## config.mk

```make
export PLATFORM = sky130hd
export DESIGN_NAME = dual_ram_be
export DESIGN_NICKNAME = d
export VERILOG_FILES = /design/src/rtl/dual_ram_be.sv
export SDC_FILE = /design/constraint.sdc
export NUM_CORES = 1
export LEC_CHECK = 0
export BUFFER_PORTS_ARGS = -buffer_cell sky130_fd_sc_hd__buf_4
export CAP_MARGIN = 40
export CORE_UTILIZATION = 30
export CTS_CLUSTER_DIAMETER = 200
export CTS_CLUSTER_SIZE = 30
export DETAILED_ROUTE_END_ITERATION = 7
export SLEW_MARGIN = 25
export SYNTH_ARGS = -nofsm -noshare
export SYNTH_HDL_FRONTEND = slang
export SYNTH_SLANG_ARGS = --single-unit
```

## constraint.sdc

```tcl
create_clock -name clk -period 1.95 [get_ports clk]
set_input_delay 0.0975 -clock clk [delete_from_list [all_inputs] [get_ports clk]]
set_output_delay 0.0975 -clock clk [all_outputs]
set_load 0.02 [all_outputs]
```

## src/rtl/dual_ram_be.sv

```systemverilog
// Simple dual-port RAM with byte enables, 1- or 2-cycle registered read, selectable
// read-during-write policy and a post-reset sequential clear of the whole array.
module dual_ram_be #(
  parameter int RAM_WIDTH  = 32,
  parameter int RAM_DEPTH  = 16,
  parameter int ADDR_SIZE  = 4,
  parameter int RD_LATENCY = 1,
  parameter int RDW_MODE   = 0
) (
  input  logic                   clk,
  input  logic                   reset,
  input  logic                   write,
  input  logic [ADDR_SIZE-1:0]   wr_addr,
  input  logic [RAM_WIDTH/8-1:0] wr_be,
  input  logic [RAM_WIDTH-1:0]   data_in,
  input  logic                   read,
  input  logic [ADDR_SIZE-1:0]   rd_addr,
  output logic [RAM_WIDTH-1:0]   data_out,
  output logic                   rd_valid,
  output logic                   init_busy
);

  localparam int NB    = RAM_WIDTH / 8;
  localparam int IDX_W = (RAM_DEPTH > 1) ? $clog2(RAM_DEPTH) : 1;
  localparam logic [ADDR_SIZE:0] DEPTH_CMP = (ADDR_SIZE+1)'(RAM_DEPTH);
  localparam logic [IDX_W-1:0]   LAST_IDX  = IDX_W'(RAM_DEPTH - 1);

  if ((RAM_WIDTH % 8) != 0 || RAM_WIDTH < 8) begin : g_bad_width
    $error("dual_ram_be: RAM_WIDTH must be a non-zero multiple of 8");
  end
  if (RD_LATENCY != 1 && RD_LATENCY != 2) begin : g_bad_latency
    $error("dual_ram_be: RD_LATENCY must be 1 or 2");
  end
  if (ADDR_SIZE < 1 || RAM_DEPTH < 1 || (1 << ADDR_SIZE) < RAM_DEPTH) begin : g_bad_depth
    $error("dual_ram_be: 2**ADDR_SIZE must cover RAM_DEPTH");
  end

  typedef enum logic {ST_INIT, ST_READY} state_t;

  state_t           state_q, state_d;
  logic [IDX_W-1:0] clr_cnt_q, clr_cnt_d;
  logic             init_busy_q, init_busy_d;
  logic             clear_en;

  always_ff @(posedge clk or negedge reset) begin
    if (!reset) begin
      state_q     <= ST_INIT;
      clr_cnt_q   <= '0;
      init_busy_q <= 1'b1;
    end else begin
      state_q     <= state_d;
      clr_cnt_q   <= clr_cnt_d;
      init_busy_q <= init_busy_d;
    end
  end

  always_comb begin
    state_d     = state_q;
    clr_cnt_d   = clr_cnt_q;
    init_busy_d = init_busy_q;
    clear_en    = 1'b0;
    case (state_q)
      ST_INIT: begin
        clear_en  = 1'b1;
        clr_cnt_d = clr_cnt_q + IDX_W'(1);
        if (clr_cnt_q == LAST_IDX) begin
          state_d     = ST_READY;
          init_busy_d = 1'b0;
          clr_cnt_d   = '0;
        end
      end
      ST_READY: begin
        state_d = ST_READY;
      end
      default: begin
        state_d = ST_INIT;
      end
    endcase
  end

  assign init_busy = init_busy_q;

  logic             wr_in_range, rd_in_range;
  logic             wr_acc, rd_acc, same_addr;
  logic [IDX_W-1:0] mem_wr_idx, rd_idx;

  assign wr_in_range = ({1'b0, wr_addr} < DEPTH_CMP);
  assign rd_in_range = ({1'b0, rd_addr} < DEPTH_CMP);
  assign wr_acc      = (state_q == ST_READY) && write && wr_in_range;
  assign rd_acc      = (state_q == ST_READY) && read;
  assign same_addr   = wr_acc && (wr_addr == rd_addr);
  // The clear engine owns the write port for the whole INIT window.
  assign mem_wr_idx  = clear_en ? clr_cnt_q : wr_addr[IDX_W-1:0];
  assign rd_idx      = rd_addr[IDX_W-1:0];

  logic [RAM_WIDTH-1:0] stage1_word;
  logic                 rd_vld1_q;

  for (genvar gi = 0; gi < NB; gi++) begin : g_lane
    logic [7:0] lane_mem [RAM_DEPTH];
    logic       lane_we;
    logic [7:0] lane_wdata;
    logic [7:0] lane_rd;
    logic [7:0] lane_q;

    assign lane_we    = clear_en || (wr_acc && wr_be[gi]);
    assign lane_wdata = clear_en ? 8'h00 : data_in[8*gi +: 8];

    always_ff @(posedge clk) begin
      if (lane_we) begin
        lane_mem[mem_wr_idx] <= lane_wdata;
      end
    end

    // Write-first bypass only for lanes actually being written this edge.
    always_comb begin
      lane_rd = 8'h00;
      if (rd_in_range) begin
        if (RDW_MODE == 1 && same_addr && wr_be[gi]) begin
          lane_rd = data_in[8*gi +: 8];
        end else begin
          lane_rd = lane_mem[rd_idx];
        end
      end
    end

    always_ff @(posedge clk or negedge reset) begin
      if (!reset) begin
        lane_q <= 8'h00;
      end else if (rd_acc) begin
        lane_q <= lane_rd;
      end
    end

    assign stage1_word[8*gi +: 8] = lane_q;
  end

  always_ff @(posedge clk or negedge reset) begin
    if (!reset) begin
      rd_vld1_q <= 1'b0;
    end else begin
      rd_vld1_q <= rd_acc;
    end
  end

  if (RD_LATENCY == 1) begin : g_lat1
    assign data_out = stage1_word;
    assign rd_valid = rd_vld1_q;
  end else begin : g_lat2
    logic [RAM_WIDTH-1:0] data2_q;
    logic                 vld2_q;

    always_ff @(posedge clk or negedge reset) begin
      if (!reset) begin
        data2_q <= '0;
        vld2_q  <= 1'b0;
      end else begin
        vld2_q <= rd_vld1_q;
        if (rd_vld1_q) begin
          data2_q <= stage1_word;
        end
      end
    end

    assign data_out = data2_q;
    assign rd_valid = vld2_q;
  end

endmodule

```

Word-level counts from Yosys, hierarchy flattened
Memories as Yosys holds them, arrays and structs flattened. A register that Yosys moved wholly into a read port is not among the register bits.
Cells that the tools add are included.
W data, S select, Z words.
{"block": "word_totals", "regBits": 7, "mem_bits_rw": 512, "inputBits": 48, "output_inout_bits": 34, "elab_cells": 43, "memories": 4}
{"block": "op_classes", "n_addsub": 1, "eq_ne": 1, "muxes": 17, "bitwise": 1, "n_reduce_logical": 15}
{"memory": "g_lane[0].lane_mem", "words": 16, "width": 8, "read_ports": 1, "rd_ports_with_merged_regs": 1, "wr": 1, "line": "100", "text": "logic [7:0] lane_mem [RAM_DEPTH];"}
{"memory": "g_lane[1].lane_mem", "words": 16, "width": 8, "read_ports": 1, "rd_ports_with_merged_regs": 1, "wr": 1, "line": "100"}
{"memory": "g_lane[2].lane_mem", "words": 16, "width": 8, "read_ports": 1, "rd_ports_with_merged_regs": 1, "wr": 1, "line": "100"}
{"memory": "g_lane[3].lane_mem", "words": 16, "width": 8, "read_ports": 1, "rd_ports_with_merged_regs": 1, "wr": 1, "line": "100"}
{"cell": "$mux W8", "n": 4}
{"cell": "$mux W1", "n": 10}
{"cell": "$mux W4", "n": 2}
{"cell": "$logic_and A1 B1 Y1", "n": 6}
{"cell": "$add A4 B1 Y4 const B", "n": 1}
{"cell": "$eq A4 B4 Y1 const B", "n": 1}
{"cell": "$logic_not A1 Y1", "n": 4}
{"cell": "$logic_or A1 B1 Y1", "n": 4}
{"cell": "$pmux W1 S2", "n": 1}
{"cell": "$reduce_and A2 Y1", "n": 1}
{"cell": "$not A1 Y1", "n": 1}

Longest topological paths before layout
Gate-level depths: netlist of the first run.
{"block": "logic_depth", "word_depth": 5, "mapped_depth": 7, "ltp_nobuf": 4}

Worst setup path before layout of the first run
OpenSTA, ideal clock, no wires.
{"block": "synth_path", "path_kind": "flip-flop to flip-flop", "from": "reg state_q", "to": "mem g_lane[0].lane_mem[1][0], enable pin", "setup_time_ns": 0.370, "arrival_time_ns": 1.491, "required_time_ns": 1.580, "setup_slack_ns": 0.089, "stages_incl_launch_ff": 6, "n_path_buf": 2, "period_less_slack_ns": 1.861, "cell_sequence": "dfrtp_1 > buf_2 > buf_6 > o32ai_2 > nand2_1 > nor2_1"}
{"block": "synth_via", "elab_chain_cells": 5, "word_cells_on_any_way": 7, "cone_classes": "4 x mux; 3 x reduce/logical"}
{"element": "start, declared", "line": "40", "text": "state_t state_q, state_d;"}
{"element": "start signal, assigned", "line": "51", "text": "state_q <= state_d;"}
{"element": "$logic_and A1 B1 Y1", "line": "89", "text": "assign wr_acc = (state_q == ST_READY) && write && wr_in_range;"}
{"element": "$logic_and A1 B1 Y1", "line": "106", "text": "assign lane_we = clear_en || (wr_acc && wr_be[gi]);"}
{"element": "$logic_or A1 B1 Y1", "line": "106"}
{"element": "$mux W1", "line": "110", "text": "if (lane_we) begin"}
{"element": "$mux W1 (not written as such)", "line": "111", "text": "lane_mem[mem_wr_idx] <= lane_wdata;"}
{"element": "end, declared", "line": "100"}
Several ways; a longest one is shown, not always the timed one.

Worst setup path after layout of the first run
{"block": "layout_path", "from": "reg state_q", "to": "mem g_lane[2].lane_mem[3][1], enable pin"}
{"block": "layout_via", "elab_chain_cells": 5, "word_cells_on_any_way": 7, "cone_classes": "4 x mux; 3 x reduce/logical"}
{"element": "$logic_and A1 B1 Y1", "line": "89"}
{"element": "$logic_and A1 B1 Y1", "line": "106"}
{"element": "$logic_or A1 B1 Y1", "line": "106"}
{"element": "$mux W1", "line": "110"}
{"element": "$mux W1 (not written as such)", "line": "111"}
{"element": "end, declared", "line": "100"}
Several ways; a longest one is shown, not always the timed one.

==> results.toml, run 1 <==
[cts]
path_clk_slew_ps = 110
worstSkewPairLatency_ps = 570
cts_root_buf = "clkbuf_16"
cts.sinks = 551
cts_buffer_depth = 3
htreeDepth = 1
cts_tree = "done"
numCtsBuffers = 22

[synthesis]
muxShareOfSynthArea_pct = 11.8
ys_types = 34
ys.flop_type = "edfxtp_1"
syn_inst = 1348
synthArstFlopShare_pct = 7.08
yosys-top-cells-area = "edfxtp_1, mux2i_1, dfrtp_1"
synth_top_family_by_area = "multiplexers"
ys_ff_latch = 551
syn-num-nets = 1397
synth_top_area_share_pct = 70.4
synth_xor_area_share_pct = 0.0401
ys_warn_count = 0
synth_fa_ha_area_share_pct = 0.0573
yosysTopAreaCell = "edfxtp_1"
postSynthAreaPerCell_sq_um = 16.2
synth_edf_count = 512
synth-simple-area-share_pct = 6.82
synth_compound_area_share_pct = 4.12
synth-seq-area-share_pct = 74.8
synth_common_cells = "edfxtp_1, mux2i_1, nand2_1"
syn-cell-area_sq_um = 21800
yosysMostFrequentCell = "edfxtp_1"

[hold_path]
whs_path_depth = 5
hold_path_class = "in2reg"

[finish]
drive_above_1_share_pct = 19.3
n_fill_cell = 6766
n_antenna_cell = 0
syn_to_final_growth_pct = 16.1
fin_cells = 2493
nNetsFinal = 1576

[drt]
drt_iter0_drc = 1082
drt-total-wl_um = 54100
detail-route-antenna-nets = 0
wl_per_cell_um = 21.7
dr_total_vias = 12000
dr.pass1.iters = 5
avgViaCountPerCell = 4.79
drcViolationCount = 0

[global_routing]
grt_pass1_wl_um = 79000
track_usage_pct = 14.3
antenna_found_initial = 1
grt_pass1_vias = 12200
grt_overflow = 0
grt_max_degree = 65

[die]
io_pins = 82
row_count = 98
start_util_pct = 30.5
core-area_sq_um = 71700
die_y_um = 272
dieArea_sq_um = 73900
dieWidth_um = 272

[timing]
setup_violations = 6
hold_viol = 0
finalClockSkew_ps = 20.7
worst_pin_slew_ps = 768
worst_slack_ps = -10.2
setup_tns_ps = -47.6
fin_crit_sh_pct = 101
relSlewSlack_pct = 48.8
max_freq_mhz = 510
drv_slew = 0
rsz0062_at_grt = "yes"
period_minus_slack_ps = 1960

[setup_path]
r2r_slack_ps = -10
required_ps = 2240
crit_slowest_cell = "dfrtp_2"
crit_start = "state_q"
cp-start-kind = "flip-flop"
crit_path_end_kind = "flip-flop"
cp_cell_sequence = "buf_12 -> nand2_1 -> o22ai_2 -> nand2_1 -> buf_4 -> nor2_1 -> buf_4"
cp_slowest_stage_delay_ps = 400
path_class = "reg2reg"
r2r-start = "state_q"
r2r_cells = 7
worst-path-max-fanout = 21
r2r-end = "g_lane[2].lane_mem[3][1]"
endpoint = "g_lane[2].lane_mem[3][1]"
arrival_ps = 2250

[placed_design]
dp_cells = 2448
numPortBuffers = 81
gp_congestion = 0.819
post-dp-hpwl_um = 36200

[power_and_ir_drop]
ir_drop_uv = 612
power_density_nw_per_um2 = 807
leakagePower_uw = 0.00899

[run_status]
status = "finished with violations"
violations = "setup timing"

[run]
maxCapViolCount = 0
-- metal layers --
metal / track usage (%) / vias to the layer above / routed length (um)
li1: - / 5485 / -
met1: 19.0 / 6110 / 23500
met2: 24.9 / 303 / 27400
met3: 1.78 / 55 / 2360
met4: 3.27 / 0 / 835
met5: 0 / - / 0
-- logic make-up after synthesis --
kind of cell,count (synthesis)
buf+inv,82
fa+ha+maj,1
compound gates,125
flops,551
mux,257
xor+xnor,1
simple gates,331
-- state kept, by name, summed over array words and instances, names as in the netlist --
signal,flops
rd_valid,1
init_busy,1
state_q,1
clr_cnt_q,4
g_lane.lane_mem,512
g_lane.lane_q,32
-- how the worst min path moves through the flow --
stage,to,slack [ps],from
finish,g_lane[1].lane_q[2],30,rd_addr[2]
detailed placement,g_lane[1].lane_q[5],200,reset
global route,g_lane[1].lane_q[3],60,rd_addr[2]
global placement,g_lane[1].lane_q[5],200,reset
floorplan,clr_cnt_q[0],-200,reset
CTS,g_lane[1].lane_q[2],10,rd_addr[2]
-- metrics by stage --
step | power (uW) | hold slack, ps | setup WS, ps | area [sq um] | util [%]
after floorplan | 14200 | -198 | 88.8 | 21800 | -
after global placement | 15100 | 197 | -15.2 | 24500 | 34.1
after detailed placement | 15100 | 204 | -39.7 | 24500 | 34.2
after CTS | 20600 | 11.0 | -29.6 | 25200 | 35.1
after global routing | 21100 | 56.1 | -91.9 | 25400 | 35.4
final | 20500 | 33.4 | -10.2 | 25400 | 35.4
-- worst max-delay path: cells and delay by family, from the launching register on --
family,cells,cell delay (ps)
simple gates,3,420
compound gates,1,260
flops,1,400
buf+inv,3,580
-- what timing repair did --
action,in CTS,in global routing
endpoints found under the hold margin,39,0
hold buffers,2,0
gates resized for setup,4,34
setup endpoints to repair,84,447
buffers inserted,0,3
pin swaps,0,6
-- layout by cell type (no fill, tap or decap), drive strengths merged --
master,n
nand3,76
a21oi,33
o31ai,1
clkbuf,39
o22ai,3
nor2b,2
dfrtp,38
nand2b,4
edfxtp,512
ha,1
inv,7
dlygate4sd3,2
xnor2,1
buf,229
nand4,21
o21a,1
a31o,1
o32ai,5
mux2,1
a21boi,4
mux2i,256
a22oi,75
o21ai,2
and2,33
dfstp,1
nand2,129
nor2,66
-- where the power goes --
group	leakage (uW)	total, uW	internal, uW	switching, uW
clock network	0.000312	5680	2280	3390
logic	0.00360	1710	632	1080
registers	0.00508	13100	13000	63.1
total	0.00899	20500	15900	4530
-- layout make-up --
class                           count  area (sq um)  area share [%]
Sequential cell                   551         16400            64.5
Multi-Input combinational cell    715          5160            20.4
Timing Repair Buffer              231          1980            7.81
Tap cell                          950          1190            4.68
Clock buffer                       39           636            2.51
Inverter                            6          22.5          0.0888
Clock inverter                      1          20.0          0.0789
Note: power is estimated with default switching activity, not from simulation.
==> run 2, diff against run 1 <==
Settings changed: ABC_AREA set to 1, CORE_UTILIZATION 30 to 40.
==> results.toml, run 2 <==
[run_status]
status = "finished with violations"
violations = "setup timing"

[cts]
cts_buffer_depth = 3
cts_tree = "done"
cts_root_buf = "clkbuf_16"
cts.sinks = 551
numCtsBuffers = 22
path_clk_slew_ps = 120
worstSkewPairLatency_ps = 590
htreeDepth = 1

[synthesis]
syn_inst = 2019
ys.flop_type = "edfxtp_1"
syn-num-nets = 2068
ys_ff_latch = 551
synth-seq-area-share_pct = 72.7
ys_types = 23
syn-cell-area_sq_um = 22500
yosysMostFrequentCell = "nand2_1"
yosys-top-cells-area = "edfxtp_1, nand2_1, nand3_1"
synthArstFlopShare_pct = 7.08
ys_warn_count = 0
synth_common_cells = "nand2_1, edfxtp_1, nand3_1"
postSynthAreaPerCell_sq_um = 11.1
yosysTopAreaCell = "edfxtp_1"
synth_top_area_share_pct = 68.3
synth_edf_count = 512

[power_and_ir_drop]
power_density_nw_per_um2 = 799
leakagePower_uw = 0.0102
ir_drop_uv = 564
total_power_uw = 20900

[drt]
drt-total-wl_um = 60400
dr.pass1.iters = 8
drcViolationCount = 0
avgViaCountPerCell = 5.19
dr_total_vias = 15300
wl_per_cell_um = 20.5
detail-route-antenna-nets = 0
drt_iter0_drc = 1797

[finish]
final_common_cell = "nand2_1"
nNetsFinal = 2234
n_fill_cell = 5059
syn_to_final_growth_pct = 16.5
mostFrequentLayoutCells = "nand2_1, edfxtp_1, nand3_1"
drive_above_1_share_pct = 16.0
largest_reg_flops = 512
top_register = "g_lane.lane_mem"
final_core_util_pct = 47.4
top_regs = "g_lane.lane_mem (512), g_lane.lane_q (32), clr_cnt_q (4)"

[timing]
period_minus_slack_ps = 1970
hold_viol = 0
max_freq_mhz = 509
setup_violations = 48
finalClockSkew_ps = 27.3
fin_crit_sh_pct = 101
worst_slack_ps = -15.0
relSlewSlack_pct = 49.9
rsz0062_at_grt = "yes"
drv_slew = 0
worst_pin_slew_ps = 751

[die]
core-area_sq_um = 55300
start_util_pct = 40.7
dieArea_sq_um = 57200
dieWidth_um = 239
row_count = 86
io_pins = 82
die_y_um = 239

[hold_path]
hold_path_class = "in2reg"

[global_routing]
grt_pass1_vias = 15100
grt_overflow = 0
grt_pass1_wl_um = 90900
grt_max_degree = 87
antenna_found_initial = 1
track_usage_pct = 21.3

[placed_design]
numPortBuffers = 81
post-dp-hpwl_um = 39600
gp_congestion = 0.873
pre_cts_slack_ps = -80.6

[setup_path]
required_ps = 2260
cp-start-kind = "flip-flop"
crit_path_end_kind = "flip-flop"
path_class = "reg2reg"
worst-path-max-fanout = 8
arrival_ps = 2270

[run]
maxCapViolCount = 0
==> run 2: metal layers <==
metal	global-route usage [%]	routed length [um]
met4	5.77	1330
met5	0	0
met2	34.4	28500
met1	30.1	26200
met3	3.01	4330
==> run 2: layout make-up <==
type / count / area [sq um] / area share (%)
inverter: 47 / 189 / 0.721
antenna: 1 / 2.50 / 0.00954
sequential: 551 / 16400 / 62.4
multi-input combinational: 1301 / 5740 / 21.9
clock inverter: 1 / 20.0 / 0.0764
clock buffer: 39 / 636 / 2.42
tap: 748 / 936 / 3.57
timing repair buffer: 262 / 2350 / 8.95
==> run 2: kinds of logic after synthesis <==
| kind of cell | Yosys count | synth area share (%) |
|---|---|---|
| AOI/OAI and AO/OA | 11 | 0.272 |
| adders and majority gates | 1 | 0.0556 |
| buffers and inverters | 167 | 3.23 |
| DFF | 551 | 72.7 |
| and+or+nand+nor | 1289 | 23.8 |
==> run 2: path summary, 6_finish.rpt <==
path / startpoint / to / slack [ps] / depth (start not counted)
max in group asynchronous: reset / state_q / 1310 / 2
worst max register to register: state_q / g_lane[2].lane_mem[9][5] / -20 / 10
worst min register to register: init_busy / init_busy / 470 / 1
worst min-delay path: data_in[14] / g_lane[1].lane_mem[8][6] / 50 / 4
min in group asynchronous: reset / g_lane[0].lane_q[4] / 100 / 2
worst max-delay path: state_q / g_lane[2].lane_mem[9][5] / -20 / 10
==> run 2: power by group <==
part           total [uW]  switching (uW)  internal, uW
Sequential          13100            51.8         13000
Combinational        2080            1410           666
Clock                5790            3510          2280
==> run 2: metrics by stage <==
stage | TNS, ps | std cells | area, sq um | hold slack (ps)
CTS | -4670 | 2944 | 25800 | 37.8
global route | -10300 | 2949 | 26200 | 74.2
floorplan | 0 | 2019 | 22500 | -198
global placement | -3160 | 2899 | 25000 | 202
detailed placement | -7320 | 2899 | 25000 | 214
finish | -364 | 2950 | 26200 | 47.7
==> run 2: timing repair <==
| action | CTS | global route |
|---|---|---|
| resized for setup | 27 | 98 |
| endpoints found under the hold margin | 38 | 0 |
| endpoints found under the setup margin | 253 | 512 |
| hold buffers | 1 | 0 |
| pin swaps | 7 | 10 |
| buffers inserted | 4 | 5 |
==> run 2: worst max-delay path: stages, from the launching register on <==
cell and delay [ps]:
dfrtp_2 460, inv_2 80, buf_6 90, or2_1 100, o21ai_2 70, buf_4 150, nor2_4 240, nand2_4 120
buf_6 150, nor2_4 80, buf_6 140
==> run 3, diff against run 2 <==
Settings changed: CELL_PAD_IN_SITES_DETAIL_PLACEMENT set to 1, CELL_PAD_IN_SITES_GLOBAL_PLACEMENT set to 1, PLACE_DENSITY_LB_ADDON set to 0.1.
==> results.toml, run 3 (synthesis results as in run 2) <==
[finish]
mostFrequentLayoutCells = "nand2_1, edfxtp_1, nand3_1"
largest_reg_flops = 512
final_common_cell = "nand2_1"
n_antenna_cell = 0
fin_cells = 2981
drive_above_1_share_pct = 17.8
top_register = "g_lane.lane_mem"
nNetsFinal = 2266
syn_to_final_growth_pct = 18.8
fin_area_sq_um = 26700
top_regs = "g_lane.lane_mem (512), g_lane.lane_q (32), clr_cnt_q (4)"

[run]
maxCapViolCount = 0

[hold_path]
hold_path_class = "in2reg"

[placed_design]
dp_cells = 2922
placed_area_sq_um = 25200
numPortBuffers = 81
gp_congestion = 0.829
post-dp-hpwl_um = 44200

[timing]
fin_hold_ws_ps = 16.9
worst_pin_slew_ps = 391
drv_slew = 0
finalClockSkew_ps = 28.8
hold_viol = 0
relSlewSlack_pct = 74.0
max_freq_mhz = 496
period_minus_slack_ps = 2020
rsz0062_at_grt = "yes"
fin_crit_sh_pct = 103
worst_slack_ps = -67.8
setup_violations = 200

[die]
core-area_sq_um = 55300
dieWidth_um = 239
dieArea_sq_um = 57200
row_count = 86
io_pins = 82
start_util_pct = 40.7
die_y_um = 239

[setup_path]
cp_cell_sequence = "inv_2 -> buf_6 -> or2_4 -> o21ai_4 -> inv_2 -> nor2_4 -> nand2_4 -> nor2_4 -> buf_6"
path_class = "reg2reg"
worst-path-max-fanout = 8
cp_slowest_stage_delay_ps = 460
cp_top_family = "simple AND/OR/NAND/NOR gates"
crit_slowest_cell = "dfrtp_2"
required_ps = 2240
cp-start-kind = "flip-flop"
path_buf_inv = 4
arrival_ps = 2310
crit_path_end_kind = "flip-flop"

[cts]
worstSkewPairLatency_ps = 590
numCtsBuffers = 22
cts_root_buf = "clkbuf_16"
cts_buffer_depth = 3
cts_tree = "done"
path_clk_slew_ps = 120
cts.sinks = 551
htreeDepth = 1

[drt]
drt_iter0_drc = 1137
wl_per_cell_um = 22.7
dr.pass1.iters = 5
drt-total-wl_um = 67700
dr_total_vias = 15500
avgViaCountPerCell = 5.19
drcViolationCount = 0
detail-route-antenna-nets = 0

[run_status]
violations = "setup timing"
status = "finished with violations"

[power_and_ir_drop]
ir_drop_uv = 578
power_density_nw_per_um2 = 791
leakagePower_uw = 0.0104
total_power_uw = 21100

[global_routing]
grt_overflow = 0
grt_pass1_wl_um = 100000
antenna_found_initial = 1
grt_max_degree = 64
grt_pass1_vias = 16100
track_usage_pct = 23.9
run 3: cell type report:
cell class / instances / area, sq um
Clock buffer: 39 / 636
Clock inverter: 1 / 20.0
Fill cell: 5950 / 28600
Inverter: 47 / 199
Multi-Input combinational cell: 1301 / 5850
Sequential cell: 551 / 16400
Tap cell: 748 / 936
Timing Repair Buffer: 294 / 2740
run 3: path summary, 6_finish.rpt:
check | endpoint | from | slack, ps | cells after the start
max in group asynchronous | init_busy | reset | 910 | 4
min reg2reg | init_busy | init_busy | 470 | 1
min in group asynchronous | g_lane[3].lane_q[2] | reset | 500 | 3
max | g_lane[3].lane_mem[2][4] | state_q | -70 | 9
min | g_lane[3].lane_q[5] | read | 20 | 5
max reg2reg | g_lane[3].lane_mem[2][4] | state_q | -70 | 9
run 3: power breakdown:
part           switching [uW]  internal, uW
Combinational            1480           731
Clock                    3570          2280
Sequential               50.7         13000
Total                    5110         16000
run 3: metrics by stage:
stage               setup slack, ps  utilization (%)  setup TNS [ps]
floorplan                      9.59                -               0
global placement              -62.0             45.6           -3980
detailed placement             -178             45.6          -25590
CTS                           -65.9             47.2           -7010
global route                   -147             48.3          -30410
finish                        -67.8             48.3           -6320
run 3: worst reg2reg max path: stages (launching register included):
cell and delay (ps):
dfrtp_2 460, inv_2 60, buf_6 110, or2_4 230, o21ai_4 90, inv_2 90
nor2_4 210, nand2_4 190, nor2_4 130, buf_6 150
run 3: timing repair:
item / CTS / global route
hold buffers: 2 / 1
resized for setup: 41 / 144
pin swaps: 8 / 15
hold endpoints to repair: 44 / 8
setup endpoints to repair: 512 / 512
cloned: 0 / 1
buffers inserted: 7 / 7
run 3: layer usage:
layer	up-vias	global-route usage [%]	wire (um)
met5	-	0	0
met4	0	6.86	1810
met3	93	2.24	2780
met2	351	40.8	33000
met1	7798	32.6	30100
li1	7240	-	-
